$ cat config.mk
export PLATFORM = sky130hd
export DESIGN_NAME = aes_host_master
export DESIGN_NICKNAME = d
export VERILOG_FILES = /design/src/rtl/aes_host_master.sv
export SDC_FILE = /design/constraint.sdc
export NUM_CORES = 1
export LEC_CHECK = 0
export CAP_MARGIN = 20
export CORE_MARGIN = 5
export CORE_UTILIZATION = 49
export CTS_CLUSTER_SIZE = 14
export DETAILED_ROUTE_END_ITERATION = 7
export GPL_TIMING_DRIVEN = 0
export PLACE_DENSITY = 0.81
export SYNTH_ARGS = -nofsm -noshare
export SYNTH_HDL_FRONTEND = slang
export SYNTH_SLANG_ARGS = --single-unit
$ cat constraint.sdc
create_clock -name clk -period 2.8 [get_ports clk]
set_clock_uncertainty 0.15 [all_clocks]
set_input_delay 0.7 -clock clk [delete_from_list [all_inputs] [get_ports clk]]
set_output_delay 0.7 -clock clk [all_outputs]
set_load 0.02 [all_outputs]
$ cat src/rtl/aes_host_master.sv
// -----------------------------------------------------------------------------
// aes_host_master
//   Bus-side initiator for the AES host port. One accepted start writes a
//   128-bit key and a 128-bit message as four 32-bit words each, waits for the
//   core's CS completion flag, reads four ciphertext words back and presents
//   the reassembled 128-bit result.
//
//   The 128-bit vectors are declared [127:0]. Bit 0 of the host-port numbering
//   (bits 0:31 = first word) is bit 127 here, so word k is [127-32k -: 32].
//
// Ports
//   clk        system clock, rising edge
//   reset      asynchronous active-low reset
//   start      one-cycle request, only looked at in IDLE
//   key_in     128-bit key, most significant word sent first
//   msg_in     128-bit plaintext, most significant word sent first
//   busy       high while a transaction is in flight
//   done       one-cycle pulse, result valid
//   error      one-cycle pulse, CS never arrived within TIMEOUT_CYCLES
//   result     ciphertext, first word read lands in the top 32 bits
//   bus_wdata  word to the port shift registers
//   bus_rdata  word from the port, READ_LATENCY cycles after a read strobe
//   RW         1 = write, 0 = read
//   adress     write target: 1 = key register, 0 = message register
//   initiate   transfer strobe
//   CS         core-complete flag
//   state_dbg  current FSM state encoding
//
// Port handshake: every cycle with initiate=1 is exactly one transfer; there is
// no back-pressure. With RW=1 bus_wdata is shifted into the register selected
// by adress. With RW=0 one ciphertext word is popped and is valid on bus_rdata
// READ_LATENCY cycles later. With initiate=0, RW, adress and bus_wdata are 0.
// -----------------------------------------------------------------------------
module aes_host_master #(
  parameter int unsigned TIMEOUT_CYCLES = 1024,
  parameter int unsigned READ_LATENCY   = 1
) (
  input  logic         clk,
  input  logic         reset,
  input  logic         start,
  input  logic [127:0] key_in,
  input  logic [127:0] msg_in,
  output logic         busy,
  output logic         done,
  output logic         error,
  output logic [127:0] result,
  output logic [31:0]  bus_wdata,
  input  logic [31:0]  bus_rdata,
  output logic         RW,
  output logic         adress,
  output logic         initiate,
  input  logic         CS,
  output logic [2:0]   state_dbg
);

  typedef enum logic [2:0] {
    S_IDLE    = 3'd0,
    S_WR_KEY  = 3'd1,
    S_WR_MSG  = 3'd2,
    S_WAIT_CS = 3'd3,
    S_RD      = 3'd4,
    S_DONE    = 3'd5
  } state_t;

  localparam logic [15:0] TMR_LAST = 16'(TIMEOUT_CYCLES - 1);

  state_t                  state_q, state_d;
  logic [127:0]            key_q, msg_q;
  logic [1:0]              wcnt_q;
  logic [15:0]             tmr_q;
  logic [2:0]              rd_cnt_q;
  logic [1:0]              cap_cnt_q;
  logic [READ_LATENCY-1:0] rd_pipe_q;
  logic                    error_q;

  logic strobe;
  logic cap_en;

  function automatic logic [31:0] word_of(input logic [127:0] v, input logic [1:0] idx);
    case (idx)
      2'd0:    word_of = v[127:96];
      2'd1:    word_of = v[95:64];
      2'd2:    word_of = v[63:32];
      default: word_of = v[31:0];
    endcase
  endfunction

  // Read strobes run until four have been issued; the delay pipe marks the
  // cycle in which each strobe's word is on bus_rdata, so strobes and captures
  // overlap freely when READ_LATENCY < 4.
  assign strobe = (state_q == S_RD) && (rd_cnt_q != 3'd4);
  assign cap_en = rd_pipe_q[READ_LATENCY-1];

  always_comb begin
    state_d = state_q;
    case (state_q)
      S_IDLE:    if (start) state_d = S_WR_KEY;
      S_WR_KEY:  if (wcnt_q == 2'd3) state_d = S_WR_MSG;
      S_WR_MSG:  if (wcnt_q == 2'd3) state_d = S_WAIT_CS;
      // CS is checked first so a completion on the limit cycle still reads.
      S_WAIT_CS: begin
        if (CS)                    state_d = S_RD;
        else if (tmr_q == TMR_LAST) state_d = S_IDLE;
      end
      S_RD:      if (cap_en && (cap_cnt_q == 2'd3)) state_d = S_DONE;
      S_DONE:    state_d = S_IDLE;
      default:   state_d = S_IDLE;
    endcase
  end

  // Bus outputs decode straight from state so reset drops them immediately.
  always_comb begin
    initiate  = 1'b0;
    RW        = 1'b0;
    adress    = 1'b0;
    bus_wdata = 32'd0;
    case (state_q)
      S_WR_KEY: begin
        initiate  = 1'b1;
        RW        = 1'b1;
        adress    = 1'b1;
        bus_wdata = word_of(key_q, wcnt_q);
      end
      S_WR_MSG: begin
        initiate  = 1'b1;
        RW        = 1'b1;
        bus_wdata = word_of(msg_q, wcnt_q);
      end
      S_RD:     initiate = strobe;
      default:  ;
    endcase
  end

  assign busy      = (state_q == S_WR_KEY) || (state_q == S_WR_MSG) ||
                     (state_q == S_WAIT_CS) || (state_q == S_RD);
  assign done      = (state_q == S_DONE);
  assign error     = error_q;
  assign state_dbg = state_q;

  always_ff @(posedge clk or negedge reset) begin
    if (!reset) begin
      state_q   <= S_IDLE;
      key_q     <= '0;
      msg_q     <= '0;
      wcnt_q    <= '0;
      tmr_q     <= '0;
      rd_cnt_q  <= '0;
      cap_cnt_q <= '0;
      rd_pipe_q <= '0;
      error_q   <= 1'b0;
      result    <= '0;
    end else begin
      state_q   <= state_d;
      error_q   <= (state_q == S_WAIT_CS) && !CS && (tmr_q == TMR_LAST);
      rd_pipe_q <= (rd_pipe_q << 1) | READ_LATENCY'(strobe);

      if ((state_q == S_IDLE) && start) begin
        key_q <= key_in;
        msg_q <= msg_in;
      end

      if ((state_q == S_WR_KEY) || (state_q == S_WR_MSG)) wcnt_q <= wcnt_q + 2'd1;
      else                                                  wcnt_q <= '0;

      if (state_q == S_WAIT_CS) tmr_q <= tmr_q + 16'd1;
      else                      tmr_q <= '0;

      if (state_q == S_RD) begin
        if (strobe) rd_cnt_q <= rd_cnt_q + 3'd1;
        if (cap_en) begin
          cap_cnt_q <= cap_cnt_q + 2'd1;
          case (cap_cnt_q)
            2'd0:    result[127:96] <= bus_rdata;
            2'd1:    result[95:64]  <= bus_rdata;
            2'd2:    result[63:32]  <= bus_rdata;
            default: result[31:0]   <= bus_rdata;
          endcase
        end
      end else begin
        rd_cnt_q  <= '0;
        cap_cnt_q <= '0;
      end
    end
  end

endmodule
# [After elaboration in Yosys (flattened, before gate mapping)]
# Cells that the tools add are included.
[classes] n_addsub=4 eq_ne=20 muxes=19 bitwise=1 reduce_logical=19
[ops] cell="32-bit case mux with 3 select lines" n=2
[ops] cell="32-bit case mux with 2 select lines" n=1
[ops] cell="3-bit 2-to-1 mux" n=8
[ops] cell="16-bit by 1-bit adder with 16-bit output (second input constant)" n=1
[ops] cell="16-bit by 10-bit == test with 1-bit output (second input constant)" n=1
[ops] cell="16-bit 2-to-1 mux" n=1
[ops] cell="3-bit case mux with 5 select lines" n=1
[ops] cell="3-bit AND reduction" n=4
[ops] cell="2-bit inequality test (second input constant)" n=5
[ops] cell="2-bit == test (second input constant)" n=4
[ops] cell="3-bit by 2-bit == test with 1-bit output (second input constant)" n=2
[ops] cell="3-bit == test (second input constant)" n=2
[ops] cell="2-bit 2-to-1 mux" n=3
[ops] cell="1-bit logical AND" n=5
[ops] cell="5-bit AND reduction" n=1
[ops] cell="2-bit by 1-bit adder with 2-bit output (second input constant)" n=2
[ops] cell="2-bit by 1-bit == test with 1-bit output (second input constant)" n=2
[ops] cell="2-bit logical NOT" n=2
[ops] cell="3-bit by 1-bit adder with 3-bit output (second input constant)" n=1
[ops] cell="3-bit by 1-bit == test with 1-bit output (second input constant)" n=1
[ops] cell="3-bit logical NOT" n=1
[ops] cell="1-bit logical OR" n=3
[ops] cell="3-bit by 2-bit inequality test with 1-bit output (second input constant)" n=1
[ops] cell="3-bit inequality test (second input constant)" n=1
[ops] cell="other kinds (7)" n=8
[totals] ff_bits=412 output_inout_bits=169 elab_cells=76

# [Longest topological paths before layout]
# Gate-level depths: netlist of the first run.
[logic_depth] word_depth=4 mapped_depth=7 ltp_nobuf=5

# [Worst setup path after synthesis of the first run]
# OpenSTA, ideal clock, no wires.
[synth_path] path_kind="reg2out" start="register state_q[1], in the netlist state_dbg[1]" end="output bus_wdata[10]" arrival_time_ns=1.733 required_time_ns=1.950 setup_slack_ns=0.217 path_stages_with_launch=5 cell_sequence="dfrtp_1 > nand2b_1 > nor2_1 > clkbuf_1 > a22o_1"
[synth_between] elab_chain_cells=2
[synth_lines] item="start: declaration" line="67" rtl="state_t state_q, state_d;"
[synth_lines] item="start signal: assignment" line="153" rtl="state_q <= state_d;"
[synth_lines] item="3-bit by 2-bit == test with 1-bit output or 3-bit by 1-bit == test with 1-bit output (tied branches)" line="117" rtl="case (state_q)"
[synth_lines] item="32-bit case mux with 2 select lines (*)" line="117"
[synth_lines] item="end: declaration" line="47" rtl="output logic [31:0] bus_wdata,"
# Mark *: on every way between the ends. The rest lies on a longest branch, timed or not.

# [Worst setup path after layout of the first run]
[layout_path] start="register wcnt_q[0]" end="output bus_wdata[19]"
[layout_between] elab_chain_cells=3
[layout_lines] item="start: declaration" line="69" rtl="logic [1:0] wcnt_q;"
[layout_lines] item="start signal: assignment" line="162" rtl="if ((state_q == S_WR_KEY) || (state_q == S_WR_MSG)) wcnt_q <= wcnt_q + 2'd1;"
[layout_lines] item="2-bit == test, or another cell as far along" line="80" rtl="case (idx)"
[layout_lines] item="32-bit case mux with 3 select lines" line="80"
[layout_lines] item="32-bit case mux with 2 select lines (*)" line="117"
# Marked as above.

==> reports/qor.csv, run 1 <==
metric;value;unit
clk sinks;412;
Avg WL per Cell;26.6;microns
max-slew violation count;0;
Leakage Power;10.3;nW
PwrDens;1030;nW/um^2
largest net degree at the start of global routing;113;
crit path time final;3.51;ns
Synth-to-Final Area Change;41.5;%
CP arrival;2.66;ns
worst-path fanout max;8;
TritonCTS clock tree;built;
Synth Area in Adders;0.00797;
Pre-Repair DR Iteration Count;8;
R2R Path End;key_q[117]$_DFFE_PN0P_;
VDD IR max;0.000795;V
height of the die;198;microns
CP delay by family, top;compound AO/OA/AOI/OAI gates;
EDFF count, synth;0;
warnings from Yosys;0;
antenna viol nets, final;0;
setup TNS;-18.42;ns
Clock Path Buffers;3;
Hold Buf Count CTS;0;
setup slack after layout;-0.714;ns
GRT overflow;0;
vias in the first global route;14000;
Worst Path Required;1.95;ns
CTS Buf Count;43;
routed vias;12900;
initial antenna violation count;10;
share of cells above drive strength 1;0.332;
clock slew at reported path FFs;0.06;ns
global-route wire length before repair;87600;microns
GP Congestion;0.917;
Int Pwr;16.4;mW
most common cell in the netlist;dfrtp_1;
WL final;59500;microns
Core Footprint;34600;sq um
max cap viols;0;
CP Launch Type;flop;
Synth area leader;dfrtp_1;
critical path class;reg2out;
Critical Path Max Stage Delay;0.65;ns
largest family of logic cells by synthesized area;multiplexers;
fraction of registers with async set/reset;1.00;
CP max-delay cell;a222oi_1;
Hold Slack;0.0114;ns
top post-synthesis cells by area;dfrtp_1 (60%), mux2_2 (24%), a222oi_1 (3.7%);
CP Cell Sequence;inv_4 > ha_4 > clkbuf_16 > a222oi_1 > o21ai_1 > a22o_1 > buf_6;
vias per cell;5.75;
XOR/XNOR Fraction of Synth Area;0.00710;
nets@finish;2051;
Cells after Synth;1229;
top_reg_cell synth;dfrtp_1;
sw frac;0.348;
worst hold path type;in2async;
register area share after synthesis;0.597;
Gate power share;0.406;
RSZ-0062 raised after global routing;yes;
die area;39100;sq um
post-route clock period utilization;1.25;
# port buffers;460;
row cnt;68;
Final Hold Vio Count;0;
Placement Setup Slack;-1.43;ns
r2r setup slk;0.32;ns
# DRC;2;
Compound-Gate Fraction of Synth Area;0.0764;
mux contribution to synthesized area;0.251;
H-tree depth;2;
worst-skew pair later-pin latency;0.54;ns
Final setup viols;32;
post-detail-place hpwl;43800;microns
status;finished, violations left;
crit end category;primary output;
syn_nets;1532;
Slew HR;0.435;
Die W;198;microns
Psw;8.76;mW
total power draw;25.1;mW
CTS root buf;clkbuf_16;
Clk network pwr share;0.229;
drt initial violations;875;
Worst Tran Pin Value;0.848;ns
total track usage;0.295;
FF-to-FF path depth;6;
Initial Utilization;0.498;
synthesized flop and latch total;412;
Mapped Area;17300;sq um
Seq pwr share;0.365;
Synth top area share;0.597;
Top Ports;461;
Synth cell types;37;
post-synthesis simple-gate area fraction;0.0355;
failing checks;DRC, setup timing;
fmax;285;MHz
synthesized area per cell;14.0;sq um
sum of buffers and inverters on the critical path;3;
RR Startpoint;state_dbg[2]$_DFFE_PN0P_;
Fillers;2352;
most frequent cells after synthesis;dfrtp_1 (412), mux2_2 (364), nand2_1 (74), o21ai_0 (68), a222oi_1 (64);
layer usage:
metal  track usage  vias up  wire length (microns)
met3         0.105      107                   6570
met1         0.352     6589                  21600
met5             0        -                     63
met2         0.510      609                  29700
li1              -     5565                      -
met4        0.0788       10                   1620
area by class of cell:
class / count / area [sq um] / area share
diodes: 7 / 17.5 / 0.000718
plain buffers: 82 / 578 / 0.0237
clock buffers: 60 / 1240 / 0.0508
clock inverters: 14 / 174 / 0.00712
inverters: 11 / 43.8 / 0.00179
multi-input cells: 720 / 6630 / 0.272
flip-flops and latches: 412 / 10300 / 0.423
well taps: 455 / 569 / 0.0233
repair buffers: 478 / 4850 / 0.198
kinds of logic (layout without fill, tap and decap cells):
family | count (synthesis) | in the layout
compound gates | 174 | 174
xor+xnor | 14 | 14
fa+ha+maj | 11 | 11
buf+inv | 97 | 645
flops | 412 | 412
mux | 385 | 385
other cells | 0 | 7
simple gates | 136 | 136
cell usage in the layout, fill, tap and decap left out, types with 10 or more instances in the layout:
| cell | n |
|---|---|
| clkdlybuf4s50_1 | 422 |
| dfrtp_1 | 408 |
| mux2_2 | 364 |
| nand2_1 | 73 |
| a222oi_1 | 64 |
| clkbuf_16 | 46 |
| buf_2 | 45 |
| o21ai_1 | 43 |
| a22o_1 | 32 |
| buf_6 | 29 |
| nor2_1 | 22 |
| mux2_1 | 20 |
| o21ai_0 | 20 |
| clkbuf_8 | 19 |
| buf_4 | 18 |
| clkbuf_1 | 12 |
| clkbuf_4 | 10 |
| clkbuf_2 | 10 |
power groups by stage:
stage | Combinational, mW | Clock (mW) | Sequential (mW)
floorplan | 5.31 | 0 | 8.99
global placement | 9.16 | 0 | 9.13
detailed placement | 9.35 | 0 | 9.21
CTS | 9.99 | 5.83 | 9.16
global route | 10.8 | 6.08 | 9.36
finish | 10.2 | 5.75 | 9.18
per-stage QoR:
step,area (sq um),utilization,std cells
6_report,24400,0.705,2239
4_1_cts,24300,0.701,2226
3_5_place_dp,22500,0.650,2147
2_1_floorplan,17300,-,1229
3_3_place_gp,22400,0.648,2144
5_1_grt,24400,0.705,2236
how the worst max path moves through the flow:
stage / slack [ns] / startpoint / end / depth (start not counted)
floorplan: 0.22 / state_dbg[1]$_DFFE_PN0P_ / bus_wdata[10] / 4
detailed placement: -1.43 / wcnt_q[0]$_DFF_PN0_ / bus_wdata[12] / 8
finish: -0.71 / wcnt_q[0]$_DFF_PN0_ / bus_wdata[19] / 7
global route: -0.76 / wcnt_q[0]$_DFF_PN0_ / bus_wdata[19] / 7
CTS: -0.68 / wcnt_q[0]$_DFF_PN0_ / bus_wdata[11] / 7
global placement: -16.97 / reset / key_q[126]$_DFFE_PN0P_ / 1
flip-flops by register name, summed over array words and instances, names as in the netlist:
name       cells
cap_en         1
wcnt_q         2
state_dbg      3
result       128
msg_q        128
cap_cnt_q      2
key_q        128
error          1
rd_cnt_q       3
tmr_q         16
what timing repair did:
action,4_1_cts,5_1_grt
gates cloned,1,1
resized for setup,344,39
pin swaps,74,43
buffers inserted,8,5
endpoints found under the setup margin,37,35
worst register-to-register path: stages, from the launching register on:
cell      delay (ns)
dfrtp_1         0.40
buf_6           0.15
nand2b_1        0.18
nor3_2          0.28
buf_2           0.39
buf_2           0.42
mux2_2          0.39
(Power assumes the default switching activity.)
==> inputs of run 2 (changes only) <==
SKIP_CTS_REPAIR_TIMING = 1   (was not set)
==> run 2 against run 1 <==
The run still ends with DRC, setup timing left. Largest power group unchanged. Core utilization shrank 1.0 points. Critical path depth stayed put. Via count about the same. Power is 3.0% lower. Global-route usage fell by 0.26 points. Critical endpoint is now bus_wdata[12]. Design area down 1.4%. Fmax is 1.0% higher.
==> reports/qor.csv, run 2 (synthesis gave the netlist of run 1 again) <==
metric;value;unit
Max Used Layer;met5;
WL final;58800;microns
RSZ-0062 raised after global routing;yes;
worst hold path type;in2async;
post-detail-place hpwl;43800;microns
Core Footprint;34600;sq um
Worst Tran Pin Value;0.843;ns
Hold Slack;0.00360;ns
CTS Buf Count;43;
max cap viols;0;
setup slack after layout;-0.678;ns
Placement Setup Slack;-1.43;ns
most common cell after layout, fill and taps aside;clkdlybuf4s50_1;
Critical Path Max Stage Delay;0.55;ns
Final Hold Vio Count;0;
row cnt;68;
met1 WL;21300;microns
post-layout util;0.695;
Top Ports;461;
CTS root buf;clkbuf_16;
CP Cell Sequence;inv_2 > ha_4 > buf_6 > a222oi_1 > o21ai_1 > a22o_1 > buf_2;
nets@finish;2045;
H-tree depth;2;
Worst Path Required;1.95;ns
drt initial violations;936;
Avg WL per Cell;26.3;microns
# port buffers;460;
Slew HR;0.438;
non-filler instance count after layout;2232;
die area;39100;sq um
Post-Place Cells;2147;
total track usage;0.292;
global-route wire length before repair;86800;microns
Die W;198;microns
share of cells above drive strength 1;0.326;
PwrDens;1010;nW/um^2
status;finished, violations left;
routed vias;12900;
GP Congestion;0.917;
top flop regs;key_q (128), msg_q (128), result (128);
fmax;288;MHz
largest net degree at the start of global routing;113;
worst-path fanout max;10;
vias in the first global route;13900;
max-slew violation count;0;
met2 WL;29000;microns
height of the die;198;microns
Clock Path Buffers;3;
GRT overflow;0;
antenna viol nets, final;0;
crit end category;primary output;
post-route clock period utilization;1.24;
initial antenna violation count;11;
CP Launch Type;flop;
routed length on met3;6490;microns
Leakage Power;10.2;nW
clk sinks;412;
CP arrival;2.63;ns
Synth-to-Final Area Change;39.4;%
VDD IR max;0.000706;V
worst-skew pair later-pin latency;0.54;ns
Fillers;2390;
Initial Utilization;0.498;
Final setup viols;32;
commonest non-fill, non-tap cells in the layout;clkdlybuf4s50_1 (422), dfrtp_1 (409), mux2_2 (364);
failing checks;DRC, setup timing;
crit path time final;3.48;ns
TritonCTS clock tree;built;
# DRC;7;
area of the multi-input gates;6610;sq um
clock slew at reported path FFs;0.06;ns
vias per cell;5.77;
CP max-delay cell;a222oi_1;
Seq. cell area;10300;sq um
Pre-Repair DR Iteration Count;8;
critical path class;reg2out;
run 2: area by class of cell:
cell class              instances  share of cell area
flip-flops and latches        412               0.429
plain buffers                  82              0.0198
inverters                      11             0.00172
multi-input cells             720               0.275
well taps                     455              0.0237
clock buffers                  60              0.0515
diodes                          6            0.000624
clock inverters                14             0.00723
repair buffers                472               0.192
run 2: where the power goes:
part / total, mW / switching [mW] / internal [mW]
logic: 9.45 / 5.09 / 4.36
clock network: 5.76 / 2.31 / 3.44
registers: 9.18 / 1.16 / 8.02
run 2: worst max-delay path, delay by kind of cell, from the launching register on:
family / cells / cell delay, ns
AO/OA/AOI/OAI: 3 / 0.98
buffers and inverters: 3 / 0.45
flip-flops: 1 / 0.41
adder cells (fa/ha/maj): 1 / 0.23
run 2: path summary, 6_finish.rpt:
| check | from | end | slack (ns) | cells after the start |
|---|---|---|---|---|
| setup / recovery | wcnt_q[0]$_DFF_PN0_ | bus_wdata[12] | -0.68 | 7 |
| hold / removal | reset | result[29]$_DFFE_PN0P_ | 0.004 | 1 |
| setup reg to reg | state_dbg[2]$_DFFE_PN0P_ | key_q[123]$_DFFE_PN0P_ | 0.31 | 6 |
| hold reg to reg | msg_q[21]$_DFFE_PN0P_ | msg_q[21]$_DFFE_PN0P_ | 0.34 | 1 |
| max in group asynchronous | reset | key_q[34]$_DFFE_PN0P_ | 1.38 | 2 |
| min in group clk | msg_q[21]$_DFFE_PN0P_ | msg_q[21]$_DFFE_PN0P_ | 0.34 | 1 |
run 2: metrics by stage:
step	setup TNS [ns]	power, mW	instance area [sq um]
floorplan	0	14.3	17300
global placement	-7017.73	18.3	22400
detailed placement	-43.43	18.6	22500
CTS	-60.42	24.4	23900
global route	-20.33	25.5	24100
finish	-18.14	24.4	24100
run 2: per-layer routing:
layer | vias to the layer above | GRT usage
li1 | 5561 | -
met1 | 6586 | 0.346
met2 | 603 | 0.505
met3 | 124 | 0.105
met4 | 14 | 0.0811
met5 | - | 0
==> inputs of run 3 (changes only) <==
CAP_MARGIN = not set   (was 20)
clock period = 3.41 ns   (was 2.8 ns; I/O delays follow)
==> run 3 against run 2 <==
The flow still finishes with violations (DRC, setup timing). Combinational power decreased by 19%. Design area decreased by 0.26%. Die area unchanged. Critical path depth unchanged. Clock-buffer cell count unchanged. Global-route usage unchanged. Clock power decreased by 18%. Worst setup slack improved by 0.45 ns. Largest power group unchanged.
==> reports/qor.csv, run 3 (synthesis gave the netlist of run 1 again) <==
metric;value;unit
clock slew at reported path FFs;0.06;ns
worst hold path type;in2async;
vias in the first global route;13900;
CP Launch Type;flop;
max cap viols;0;
global-route wire length before repair;86800;microns
CP max-delay cell;a222oi_1;
Core Footprint;34600;sq um
Int Pwr;12.9;mW
sw frac;0.352;
RSZ-0062 raised after global routing;yes;
Leakage Power;10.2;nW
area of the multi-input gates;6600;sq um
Worst Setup EP;bus_wdata[12];
post-detail-place hpwl;43800;microns
# port buffers;460;
drt initial violations;980;
row cnt;68;
GRT overflow;0;
Initial Utilization;0.498;
Non-Filler Cell Area, Final;24000;sq um
setup TNS;-3.70;ns
Synth-to-Final Area Change;39.1;%
max-slew violation count;0;
TritonCTS clock tree;built;
antenna viol nets, final;0;
height of the die;198;microns
crit end category;primary output;
failing checks;DRC, setup timing;
nets@finish;2039;
Seq. cell area;10300;sq um
VDD IR max;0.000577;V
CP arrival;2.64;ns
CTS Buf Count;43;
Worst Path Required;2.41;ns
Top Ports;461;
clk sinks;412;
vias per cell;5.77;
post-layout util;0.693;
fmax;275;MHz
post-route clock period utilization;1.07;
initial antenna violation count;11;
Clock Path Buffers;3;
worst-path fanout max;10;
worst setup path start;wcnt_q[0]$_DFF_PN0_;
Gate power share;0.386;
# DRC;15;
most common cell after layout, fill and taps aside;clkdlybuf4s50_1;
CTS root buf;clkbuf_16;
Placed Area;22500;sq um
Final setup viols;30;
GP Congestion;0.917;
r2r setup slk;0.84;ns
setup slack after layout;-0.232;ns
FF-to-FF path depth;6;
Pre-Repair DR Iteration Count;8;
WL final;58800;microns
RR Startpoint;state_dbg[2]$_DFFE_PN0P_;
worst-skew pair later-pin latency;0.54;ns
commonest non-fill, non-tap cells in the layout;clkdlybuf4s50_1 (424), dfrtp_1 (411), mux2_2 (364);
status;finished, violations left;
top flop regs;key_q (128), msg_q (128), result (128);
Worst Tran Pin Value;0.833;ns
die area;39100;sq um
Final Hold Vio Count;0;
Clk network pwr share;0.237;
total track usage;0.292;
Slew HR;0.445;
largest net degree at the start of global routing;113;
crit path time final;3.64;ns
Psw;7.02;mW
Critical Path Max Stage Delay;0.56;ns
CP Cell Sequence;inv_2 > ha_4 > buf_6 > a222oi_1 > o21ai_1 > a22o_1 > buf_2;
H-tree depth;2;
routed vias;12800;
Avg WL per Cell;26.4;microns
critical path class;reg2out;
Die W;198;microns
share of cells above drive strength 1;0.320;
Seq pwr share;0.378;
R2R Path End;key_q[123]$_DFFE_PN0P_;
Fillers;2402;
PwrDens;832;nW/um^2
-- run 3: cell types whose count changed in the layout (fill, tap and decap cells not counted), sizes merged --
cell / previous run / this run
buf: 98 / 90
dlymetal6s2s: 3 / 4
clkbuf: 91 / 90
clkdlybuf4s50: 422 / 424
-- run 3: worst max-delay path: cells and delay by family, from the launching register on --
family,cells,cell delay [ns]
flip-flops,1,0.42
AO/OA/AOI/OAI,3,0.99
adder cells (fa/ha/maj),1,0.23
buffers and inverters,3,0.45
-- run 3: power groups by stage --
stage          clock [mW]  combinational [mW]  sequential, mW
2_1_floorplan           0                4.36            7.38
3_3_place_gp            0                7.52            7.50
3_5_place_dp            0                7.68            7.57
4_1_cts              4.79                7.74            7.50
5_1_grt              4.99                8.18            7.69
6_report             4.73                7.70            7.54
-- run 3: how the worst min path moves through the flow --
stage | slack, ns | endpoint | start
finish | 0.16 | result[29]$_DFFE_PN0P_ | reset
global route | 0.24 | result[29]$_DFFE_PN0P_ | reset
CTS | 0.22 | msg_q[116]$_DFFE_PN0P_ | reset
detailed placement | 0.33 | msg_q[19]$_DFFE_PN0P_ | msg_q[19]$_DFFE_PN0P_
global placement | 0.32 | msg_q[35]$_DFFE_PN0P_ | msg_q[35]$_DFFE_PN0P_
floorplan | 0.31 | tmr_q[0]$_DFF_PN0_ | tmr_q[0]$_DFF_PN0_
-- run 3: per-layer routing --
metal | global-route usage | share of wire
met3 | 0.105 | 0.11
met2 | 0.505 | 0.50
met5 | 0 | 0.0016
met4 | 0.0811 | 0.030
met1 | 0.346 | 0.37
-- run 3: area by class of cell --
type	count	share of cell area
Buffer	82	0.0195
Timing Repair Buffer	466	0.191
Multi-Input combinational cell	720	0.275
Antenna cell	6	0.000626
Inverter	11	0.00172
Clock buffer	60	0.0517
Clock inverter	14	0.00725
Tap cell	455	0.0237
Sequential cell	412	0.430
-- run 3: through the flow --
stage               cells  hold slack [ns]  power, mW  worst slack [ns]
floorplan            1229            0.305       11.7             0.674
global placement     2144            0.317       15.0            -16.51
detailed placement   2147            0.326       15.2            -0.972
CTS                  2221            0.218       20.0             -1.59
global route         2223            0.235       20.9            -0.271
finish               2226            0.162       20.0            -0.232
==> variant, RTL diff (config.mk and constraints of run 1) <==
Set the parameter `READ_LATENCY` to 2 (it was 1).
--- a/src/rtl/aes_host_master.sv
+++ b/src/rtl/aes_host_master.sv
@@ -35,3 +35,3 @@
   parameter int unsigned TIMEOUT_CYCLES = 1024,
-  parameter int unsigned READ_LATENCY   = 1
+  parameter int unsigned READ_LATENCY   = 2
 ) (
Function: no difference found for any inputs over 4 cycles, from zero or initial values and one cycle with reset low; that may be too few to reach the edited logic, so the function may still have changed.
==> variant against run 1 <==
The flow still finishes with violations (design-rule violations, negative setup slack). Sequential cell count is 1 higher. Total power grew 1.4%. Non-clock buffer count rose by 11. Sequential power rose by 0.9%. Routed wire length fell by 3.7%. Core utilization down 0.97 points. Register-to-register slack gained 0.21 ns. Setup slack worse by 0.14 ns. Count of clock-buffer cells in the layout grew 8. Synthesized cell count grew 1.1%. Critical path depth rose by 1. Design area grew 0.81%. Area after synthesis grew 1.1%. Highest routed layer unchanged.
==> variant: results (changes against run 1) <==
Critical path
  – Reg-to-Reg Start: state_dbg[0]$_DFFE_PN0P_ (was state_dbg[2]$_DFFE_PN0P_)
  – CP max stage delay: 0.55 ns (was 0.65 ns)
  – WP data arrival: 2.80 ns (was 2.66 ns)
  – Flop-to-flop setup slack: 0.53 ns (was 0.32 ns)

Drt
  – Detail Route met2 WL: 27.9 mm (was 29.7 mm)
  – Detailed Route WL: 57.3 mm (was 59.5 mm)
  – Routed wl met3: 4.67 mm (was 6.57 mm)
  – Met1 Routed Length: 22.5 mm (was 21.6 mm)
  – # DRC: 2 (unchanged)
  – WL/cell: 25.2 microns (was 26.6 microns)

Global route
  – GRT Resource Usage Total: 0.281 (was 0.295)
  – First-pass GRT wire length: 83.6 mm (was 87.6 mm)
  – Initial antenna violation count: 19 (was 10)
  – Via count of the first global-routing pass: 13600 (was 14000)
  – Largest net degree at the start of global routing: 131 (was 113)

Synthesis
  – Sequential fraction of the synthesis area: 0.592 (was 0.597)
  – Area share of xor/xnor cells in the synthesized design: 0.00301 (was 0.00710)
  – Area contributors post-synth: dfrtp_1, mux2_2, a222oi_1 (unchanged)
  – Synth top cells by count: dfrtp_1, mux2_2, nand2_1 (unchanged)
  – Compound-Gate Fraction of Synth Area: 0.0783 (was 0.0764)
  – Post-synthesis cell type count: 36 (was 37)
  – Mux cell area share after synthesis: 0.253 (was 0.251)
  – Post-synth net total: 1545 (was 1532)
  – Post-Synth Adder-Cell Area: 0.00789 (was 0.00797)

Clock network
  – TritonCTS buffer count: 44 (was 43)
  – Clk_lat worst skew: 0.56 ns (was 0.54 ns)

Place
  – Worst slack, placed: -1.52 ns (was -1.43 ns)
  – GPL Wtd Cong: 0.890 (was 0.917)
  – Placed Cells: 2166 (was 2147)
  – Final HPWL DP: 42.0 mm (was 43.8 mm)

Cells and area
  – Final net count: 2073 (was 2051)
  – Layout fillers: 2497 (was 2352)

STA
  – Final setup margin: -0.854 ns (was -0.714 ns)
  – Final Setup Violations: 33 (was 32)
  – Setup TNS: -23.14 ns (was -18.42 ns)

Power
  – P_leak: 10.2 nW (was 10.3 nW)
  – Switching portion of total power: 0.347 (was 0.348)

Run status
  – Violated checks: design-rule violations, negative setup slack (unchanged)
  – Outcome: finished with violations (unchanged)
variant: layout make-up:
type                            instances  area (sq um)  area share
Timing Repair Buffer                  486          4850       0.197
Tap cell                              461           577      0.0234
Multi-Input combinational cell        730          6710       0.272
Clock inverter                          8          92.6     0.00376
Clock buffer                           68          1350      0.0550
Sequential cell                       413         10300       0.420
Antenna cell                           17          42.5     0.00173
Inverter                               10          37.5     0.00153
Buffer                                 85           613      0.0249
variant: worst min-delay path by stage:
stage | to | slack [ns] | cells past startpoint
2_1_floorplan | rd_pipe_q[1]$_DFF_PN0_ | 0.18 | 0
3_3_place_gp | rd_pipe_q[1]$_DFF_PN0_ | 0.18 | 0
3_5_place_dp | rd_pipe_q[1]$_DFF_PN0_ | 0.20 | 0
4_1_cts | rd_pipe_q[1]$_DFF_PN0_ | 0.21 | 0
5_1_grt | rd_pipe_q[1]$_DFF_PN0_ | 0.22 | 0
6_report | rd_pipe_q[1]$_DFF_PN0_ | 0.20 | 0
variant: power by group through the flow:
stage               sequential [W]  combinational [W]  clock [W]
detailed placement         0.00930            0.00962          0
CTS                        0.00922            0.00992    0.00595
floorplan                  0.00912            0.00557          0
finish                     0.00926             0.0104    0.00586
global route               0.00947             0.0109    0.00618
global placement           0.00921            0.00941          0
variant: repair_timing:
action,4_1_cts,5_1_grt
setup buffers,6,15
hold buffers,1,0
cloned,1,1
pin swaps,75,58
endpoints found under the setup margin,37,35
gates resized for setup,281,67
endpoints found under the hold margin,72,0
variant: routing by layer:
layer  vias up  track usage
met3       110       0.0735
met1      6682        0.363
li1       5694            -
met5         -            0
met2       553        0.448
met4         8        0.130
